`src/rtl/mult8_seq_control.sv`:
```
// -----------------------------------------------------------------------------
// mult8_seq_control
//
// This is the sequencer and register file for an 8x8 signed (two's-complement)
// shift-add multiplier. It holds the X:A:B product chain and the latched
// multiplicand M. It runs eight add/shift iterations and finishes with the
// 16-bit product in A:B. X is the product's sign-extension bit.
//
// The 9-bit add/subtract stage is external. This block drives that stage with
// Add_A/Add_B/Subtract and captures its sign-extended Sum in ADD cycles.
//
// Ports:
//   Clk           in   system clock, rising-edge active
//   Reset_n       in   asynchronous active-low reset
//   Run           in   start request (level, sampled in IDLE)
//   ClearA_LoadB  in   in IDLE: clear X/A and load B from Switches
//   Switches[7:0] in   multiplier (on load) / multiplicand (on start)
//   Sum[8:0]      in   sign-extended result of the add/subtract stage
//   Add_A[7:0]    out  adder operand A (= A register)
//   Add_B[7:0]    out  adder operand B (= latched multiplicand M)
//   Subtract      out  1 = adder computes A - M
//   Xval          out  X register
//   Aval[7:0]     out  A register (product high byte)
//   Bval[7:0]     out  B register (product low byte / multiplier)
//   Done          out  high while in DONE
// -----------------------------------------------------------------------------
module mult8_seq_control (
    input  logic       Clk,
    input  logic       Reset_n,
    input  logic       Run,
    input  logic       ClearA_LoadB,
    input  logic [7:0] Switches,
    input  logic [8:0] Sum,
    output logic [7:0] Add_A,
    output logic [7:0] Add_B,
    output logic       Subtract,
    output logic       Xval,
    output logic [7:0] Aval,
    output logic [7:0] Bval,
    output logic       Done
);

    typedef enum logic [1:0] {
        IDLE  = 2'd0,
        ADD   = 2'd1,
        SHIFT = 2'd2,
        DONE  = 2'd3
    } state_t;

    state_t     state, state_nxt;
    logic       x_q;
    logic [7:0] a_q, b_q, m_q;
    logic [2:0] cnt_q;

    // ---------------------------------------------------------------- state
    // NOTE: sequential state uses non-blocking (<=) so that every register
    // samples pre-edge values. Blocking here would make the result depend on
    // statement order.
    always_ff @(posedge Clk or negedge Reset_n) begin
        if (!Reset_n) state <= IDLE;
        else          state <= state_nxt;
    end

    // NOTE: next_state gets a default before the case. Without it, any path
    // that skips an assignment would infer a latch.
    always_comb begin
        state_nxt = state;
        unique case (state)
            IDLE:  if (!ClearA_LoadB && Run) state_nxt = ADD;  // load wins over start
            ADD:   state_nxt = SHIFT;
            SHIFT: state_nxt = (cnt_q == 3'd7) ? DONE : ADD;
            DONE:  if (!Run) state_nxt = IDLE;                  // no auto-restart
        endcase
    end

    // ------------------------------------------------------------- datapath
    always_ff @(posedge Clk or negedge Reset_n) begin
        if (!Reset_n) begin
            x_q   <= 1'b0;
            a_q   <= 8'h00;
            b_q   <= 8'h00;
            m_q   <= 8'h00;
            cnt_q <= 3'd0;
        end else begin
            unique case (state)
                IDLE: begin
                    if (ClearA_LoadB) begin
                        x_q <= 1'b0;
                        a_q <= 8'h00;
                        b_q <= Switches;
                    end else if (Run) begin
                        // B is kept, so back-to-back runs reuse the previous
                        // low product byte as the multiplier.
                        x_q   <= 1'b0;
                        a_q   <= 8'h00;
                        m_q   <= Switches;
                        cnt_q <= 3'd0;
                    end
                end
                ADD: begin
                    if (b_q[0]) {x_q, a_q} <= Sum;
                end
                SHIFT: begin
                    // Arithmetic right shift of X:A:B. X is duplicated into A[7].
                    a_q   <= {x_q, a_q[7:1]};
                    b_q   <= {a_q[0], b_q[7:1]};
                    cnt_q <= cnt_q + 3'd1;          // wraps to 0 leaving the 8th SHIFT
                end
                DONE: ;
            endcase
        end
    end

    // -------------------------------------------------------------- outputs
    // The multiplier's sign bit has weight -2^7. So the last partial product
    // is subtracted instead of added.
    assign Subtract = (state == ADD) && (cnt_q == 3'd7);
    assign Add_A    = a_q;
    assign Add_B    = m_q;
    assign Xval     = x_q;
    assign Aval     = a_q;
    assign Bval     = b_q;
    assign Done     = (state == DONE);

endmodule
```
`config.mk`:
```
export PLATFORM = sky130hd
export DESIGN_NAME = mult8_seq_control
export DESIGN_NICKNAME = d
export VERILOG_FILES = /design/src/rtl/mult8_seq_control.sv
export SDC_FILE = /design/constraint.sdc
export NUM_CORES = 1
export LEC_CHECK = 0
export BUFFER_PORTS_ARGS = -buffer_cell sky130_fd_sc_hd__buf_2
export CAP_MARGIN = 20
export CORE_MARGIN = 4
export CORE_UTILIZATION = 30
export CTS_BUF_LIST = sky130_fd_sc_hd__clkbuf_16
export CTS_CLUSTER_SIZE = 30
export DETAILED_ROUTE_END_ITERATION = 6
export MAX_ROUTING_LAYER = met4
export PLACE_DENSITY = 0.5
export SKIP_CTS_REPAIR_TIMING = 1
export SLEW_MARGIN = 20
export SYNTH_ARGS = -nofsm -noshare
export SYNTH_HDL_FRONTEND = slang
export SYNTH_SLANG_ARGS = --single-unit
```
`constraint.sdc`:
```
create_clock -name Clk -period 4.5 [get_ports Clk]
set_input_delay 0.225 -clock Clk [delete_from_list [all_inputs] [get_ports Clk]]
set_output_delay 0.225 -clock Clk [all_outputs]
set_load 0.01 [all_outputs]
```
### Yosys cells after proc, flatten, opt, wreduce, memory -nomap -nowiden

Index checks and enable logic that the tools add are counted.
W data, S select, Z words.

* bits in registers: 30
* input bits: 21
* output and inout port bits: 35
* word-level logic and storage cells: 49

* $add $sub $neg: 1
* eq/ne operators: 11
* muxes and demuxes: 17
* bitwise operators: 1
* reduce and logical (&&, ||, !) cells: 13

Operators with widths (number)
* $mux W8: 4
* $pmux W8 S3: 1
* $pmux W8 S2: 1
* $ne A2 B2 Y1 const B: 6
* $reduce_and A3 Y1: 4
* $pmux W2 S4: 1
* $mux W2: 3
* $mux W3: 2
* $pmux W3 S2: 1
* $eq A2 B2 Y1 const B: 2
* $reduce_and A2 Y1: 2
* $reduce_bool A2 Y1: 2
* $add A3 B1 Y3 const B: 1
* $eq A3 B3 Y1 const B: 1
* $mux W1: 3
* $ne A3 B3 Y1 const B: 1
* $reduce_bool A3 Y1: 1
* $eq A2 B1 Y1 const B: 1
* $logic_and A1 B1 Y1: 2
* $logic_not A2 Y1: 1
* $pmux W1 S2: 1
* $logic_not A1 Y1: 1
* $not A1 Y1: 1

### Depth between registers and ports, before layout

* depth after elaboration: 4
* depth in mapped cells: 8
* gate-level depth less buffers: 5

### Worst setup path after synthesis

OpenSTA, ideal clock, no wires.

* path kind: register -> register
* start: register state[0]
* end: register a_q[0] (netlist: Add_A[0])
* setup time: 0.125 ns
* arrival time: 1.598 ns
* data required time: 4.375 ns
* path slack: 2.778 ns
* stages on the path, launching flop included: 6
* buffers on the path: 0
* period minus slack after synthesis: 1.722 ns
* path through: dfrtp_1 > inv_1 > ha_1 > nor3b_2 > nor3_4 > mux2_2

* cells in the longest elaborated chain, start to end: 3
* elaborated cells between the ends (all ways): 8
* classes of those cells: eq/ne (4); mux (1); reduce/logical (3)

RTL lines
* from (decl): RTL line 50 `state_t state, state_nxt;`
* from (signal assigned): RTL line 61 `else state <= state_nxt;`
* $eq A2 B1 Y1, or another cell as far along: RTL line 85 `unique case (state)`
* $ne A2 B2 Y1 (no line), or another cell as far along
* $reduce_and A3 Y1 (no line)
* to (signal assigned): RTL line 101 `if (b_q[0]) {x_q, a_q} <= Sum;`
* to (signal assigned): RTL line 105 `a_q <= {x_q, a_q[7:1]};`
* to (decl): RTL line 52 `logic [7:0] a_q, b_q, m_q;`

Several ways; a longest one is shown, not always the timed one.
A chain may end at the register's enable or synchronous reset.

### Final worst setup path

* start: register state[0]
* end: register b_q[6] (netlist: Bval[6])

* cells in the longest elaborated chain, start to end: 3
* elaborated cells between the ends (all ways): 6
* classes of those cells: eq/ne (2); mux (1); reduce/logical (3)

RTL lines
* $logic_not A2 Y1 / $eq A2 B2 Y1 (equally long branches): RTL line 85
* $ne A2 B2 Y1 (no line) / $reduce_bool A2 Y1 (equally long branches)
* $reduce_and A2 Y1 (no line)
* to (signal assigned): RTL line 90 `b_q <= Switches;`
* to (signal assigned): RTL line 106 `b_q <= {a_q[0], b_q[7:1]};`
* to (decl): RTL line 52

Several ways; a longest one is shown, not always the timed one.

==> results.txt <==
----------------------------------------------------
[CTS]
  Clock transition at the registers of the reported paths ... 0.05 ns
  Clock sinks ... 30
  Largest buffer count on any clock path ... 2
  Root Driver ... sky130_fd_sc_hd__clkbuf_16
  Number of clock buffers inserted by TritonCTS ... 5
  Clock tree from TritonCTS ... yes
  Clock insertion delay at the later pin of the skew report ... 0.27 ns
  H-tree levels ... 2

[Routing]
  Drt total wl ... around 3900 µm
  Number of remaining DRC errors ... 0
  Number of iterations in the first detailed-routing pass ... 4
  Post-DRT Antenna Nets ... 0
  Met3 routed wirelength ... between 300 and 400 µm
  Violation count after the first detailed-routing iteration ... 37
  Vias per cell ... 4.91
  Length of routed met2 wiring ... 1700 µm
  Vias after detailed routing ... 1277
  Detail-routed net length per standard cell ... 15.0 µm
  Routed met1 length ... 1840 µm
  Top Metal Used ... met4

[Setup path]
  Launch instance of the worst register-to-register path ... state[0]
  CP Data Required Time ... roughly 4.7 ns
  Data arrival time of the critical path ... ~2.6 ns
  Largest fanout on the critical path ... 18
  Reg-to-reg slack, setup ... about 2.1 ns
  Endpoint of the worst register-to-register path ... Bval[6]
  Count of cells along the worst register-to-register path ... 5
  Category of the critical setup timing path ... reg2reg
  Critical path capture point type ... flop
  Crit start category ... flop

[Floorplan]
  Floorplan row count ... 26
  Count of pins on the block boundary ... 56
  Height of the die ... around 82 µm
  Area of the core region ... 0.00524 mm²
  Horizontal die dimension ... 82.2 µm
  Die Outline Area ... 0.00676 mm²
  Starting density of the core ... 0.316

[Final layout]
  Leading cell type in the layout, fill and taps excluded ... sky130_fd_sc_hd__buf_2
  Final nets ... ~220
  Area growth from synthesis to layout ... 24.1%
  Antenna diodes ... 0
  Most frequent cells in the layout ... 55 x sky130_fd_sc_hd__buf_2, 30 x sky130_fd_sc_hd__dfrtp_1, 17 x sky130_fd_sc_hd__mux2_2
  Share of layout cells above drive strength 1 ... 0.421
  Non-filler cells, final ... 260
  Filler cell count in the final layout ... 532

[Timing]
  Least-Margin Pin Slew ... 0.679 ns
  Time the worst path needs with I/O delays and setup ... 2.42 ns
  Worst hold margin ... -0.0110 ns
  Max frequency ... slightly above 400 MHz
  Final setup viols ... 0
  RSZ-0062 raised after global routing ... no
  Worst setup skew after layout ... slightly below 0.003 ns
  Remaining max-slew budget at the tightest pin ... 0.548
  Total negative slack for setup checks ... 0 ns
  Final slew viol count ... 0
  Post-route fraction of the period consumed by the critical path ... 0.537
  Final number of hold-violating endpoints ... 10

[Worst hold path]
  Tightest Hold Check Type ... in2async

[Power and ir drop]
  Max rail drop VDD ... 0.000269 V
  Leakage ... a little over 0.001 µW
  Power Density ... between 700 and 800 mW/mm²

[Placement]
  Gp weighted congestion ... 0.770
  Placed cells ... 252
  HPWL Detailed ... about 3000 µm
  Quantity of I/O buffers inserted on ports ... between 50 and 60

[GRT]
  Global route total overflow ... 0
  Vias in the first global route ... ~1300
  Largest net degree at the start of global routing ... 31
  Antenna violations before repair ... 0
  Overall routing resource usage ... 0.127
  Global-route wire length before repair ... roughly 6300 µm

[Synthesis]
  Count of synthesis-stage warnings from yosys ... 0
  #FFs+latches synth ... 30
  Number of distinct library cells after synthesis ... 31
  Synthesized cell area ... between 0.0015 and 0.002 mm²
  Mapped Nets ... 173
  Avg Synthesized Cell Area ... 11.6 µm²
  Post-synthesis cell count ... 143
  Register area share after synthesis ... 0.454

[Run status]
  Violations in the final reports ... negative hold slack
  Result of the run ... finished, violations left

[Job]
  Reported max-cap violation count ... 0

----------------------------------------------------
## synth_stat cells
| cell | count | area share |
|---|---|---|
| sky130_fd_sc_hd__buf_2 | 5 | 0.015 |
| sky130_fd_sc_hd__a222oi_1 | 1 | 0.0061 |
| sky130_fd_sc_hd__ha_1 | 9 | 0.068 |
| sky130_fd_sc_hd__a22oi_1 | 8 | 0.036 |
| sky130_fd_sc_hd__o21a_1 | 1 | 0.0045 |
| sky130_fd_sc_hd__o21ai_0 | 1 | 0.0030 |
| sky130_fd_sc_hd__a22o_1 | 3 | 0.016 |
| sky130_fd_sc_hd__buf_4 | 9 | 0.041 |
| sky130_fd_sc_hd__clkbuf_2 | 1 | 0.0030 |
| sky130_fd_sc_hd__inv_1 | 2 | 0.0045 |
| sky130_fd_sc_hd__mux2i_1 | 2 | 0.012 |
| sky130_fd_sc_hd__o22ai_1 | 1 | 0.0038 |
| sky130_fd_sc_hd__a221o_1 | 7 | 0.042 |
| sky130_fd_sc_hd__nor3_4 | 1 | 0.0098 |
| sky130_fd_sc_hd__mux2_2 | 17 | 0.12 |
| sky130_fd_sc_hd__dfrtp_1 | 30 | 0.45 |
| sky130_fd_sc_hd__a211o_1 | 1 | 0.0053 |
| sky130_fd_sc_hd__clkbuf_1 | 1 | 0.0023 |
| sky130_fd_sc_hd__nor2_1 | 1 | 0.0023 |
| sky130_fd_sc_hd__and4b_1 | 1 | 0.0061 |
| sky130_fd_sc_hd__nor2b_1 | 11 | 0.042 |
| sky130_fd_sc_hd__nand2b_1 | 8 | 0.030 |
| sky130_fd_sc_hd__nand3_1 | 7 | 0.021 |
| sky130_fd_sc_hd__a21o_1 | 1 | 0.0045 |
| sky130_fd_sc_hd__nor3b_2 | 1 | 0.0076 |
| sky130_fd_sc_hd__nand2_1 | 2 | 0.0045 |
| sky130_fd_sc_hd__a21boi_0 | 1 | 0.0045 |
| sky130_fd_sc_hd__nand3b_1 | 1 | 0.0045 |
| sky130_fd_sc_hd__and2_1 | 1 | 0.0038 |
| sky130_fd_sc_hd__o31ai_1 | 1 | 0.0045 |
| sky130_fd_sc_hd__a21oi_1 | 7 | 0.021 |
## per-stage QoR
stage | power (µW) | utilization | cell area (µm²) | hold slack [ns] | worst slack (ns)
global placement | 1230 | 0.366 | 1910 | 0.307 | 2.25
finish | 1540 | 0.392 | 2050 | -0.0110 | 2.08
detailed placement | 1250 | 0.366 | 1910 | 0.313 | 2.12
global route | 1660 | 0.392 | 2050 | 0.0659 | 1.89
floorplan | 1040 | - | 1650 | -0.0706 | 2.78
CTS | 1570 | 0.392 | 2050 | 0.0228 | 2.10
## kinds of logic (layout without fill, tap and decap cells)
kind of cell | after synthesis | in the layout | share of synthesized area
and+or+nand+nor | 34 | 34 | 0.132
buffers and inverters | 18 | 65 | 0.0659
adders and majority gates | 9 | 9 | 0.0681
AOI/OAI and AO/OA | 33 | 33 | 0.152
DFF | 30 | 30 | 0.454
muxes | 19 | 19 | 0.128
## worst max-delay path by stage
stage,startpoint,endpoint,slack (ns),depth (start not counted)
5_1_grt,state[1],Bval[3],1.89,5
6_report,state[0],Bval[6],2.08,5
3_3_place_gp,state[0],Bval[2],2.25,5
2_1_floorplan,state[0],Add_A[0],2.78,5
3_5_place_dp,state[0],Bval[3],2.12,5
4_1_cts,state[0],Bval[7],2.10,5
## state kept, by name, indices dropped and copies added (netlist names)
register and flops:
Add_B 8, state 2, Xval 1, Bval 8, cnt_q 3, Add_A 8
## power by group
part	switching (µW)	leakage (µW)	internal, µW
registers	99.9	0.000384	394
logic	383	0.000577	359
clock network	109	0.0000724	199
## final cells by class
type	count	area, µm²	area share
tap	70	87.6	0.0427
timing repair buffer	55	275	0.134
multi-input combinational	95	793	0.387
clock inverter	3	12.5	0.00610
inverter	2	7.51	0.00366
sequential	30	751	0.366
clock buffer	5	125	0.0610
## per-layer routing
layer,vias up,global-route usage
met5,-,-
met4,0,0.0399
met3,6,0.0336
met2,57,0.191
met1,607,0.166
li1,607,-
## critical path, stage by stage, from the launching register on
cell and delay (ns):
sky130_fd_sc_hd__dfrtp_1 0.43, sky130_fd_sc_hd__inv_1 0.17, sky130_fd_sc_hd__ha_1 0.49, sky130_fd_sc_hd__nor2b_1 0.57, sky130_fd_sc_hd__nor2b_1 0.28, sky130_fd_sc_hd__a221o_1 0.35
Note: power is estimated with default switching activity, not from simulation.
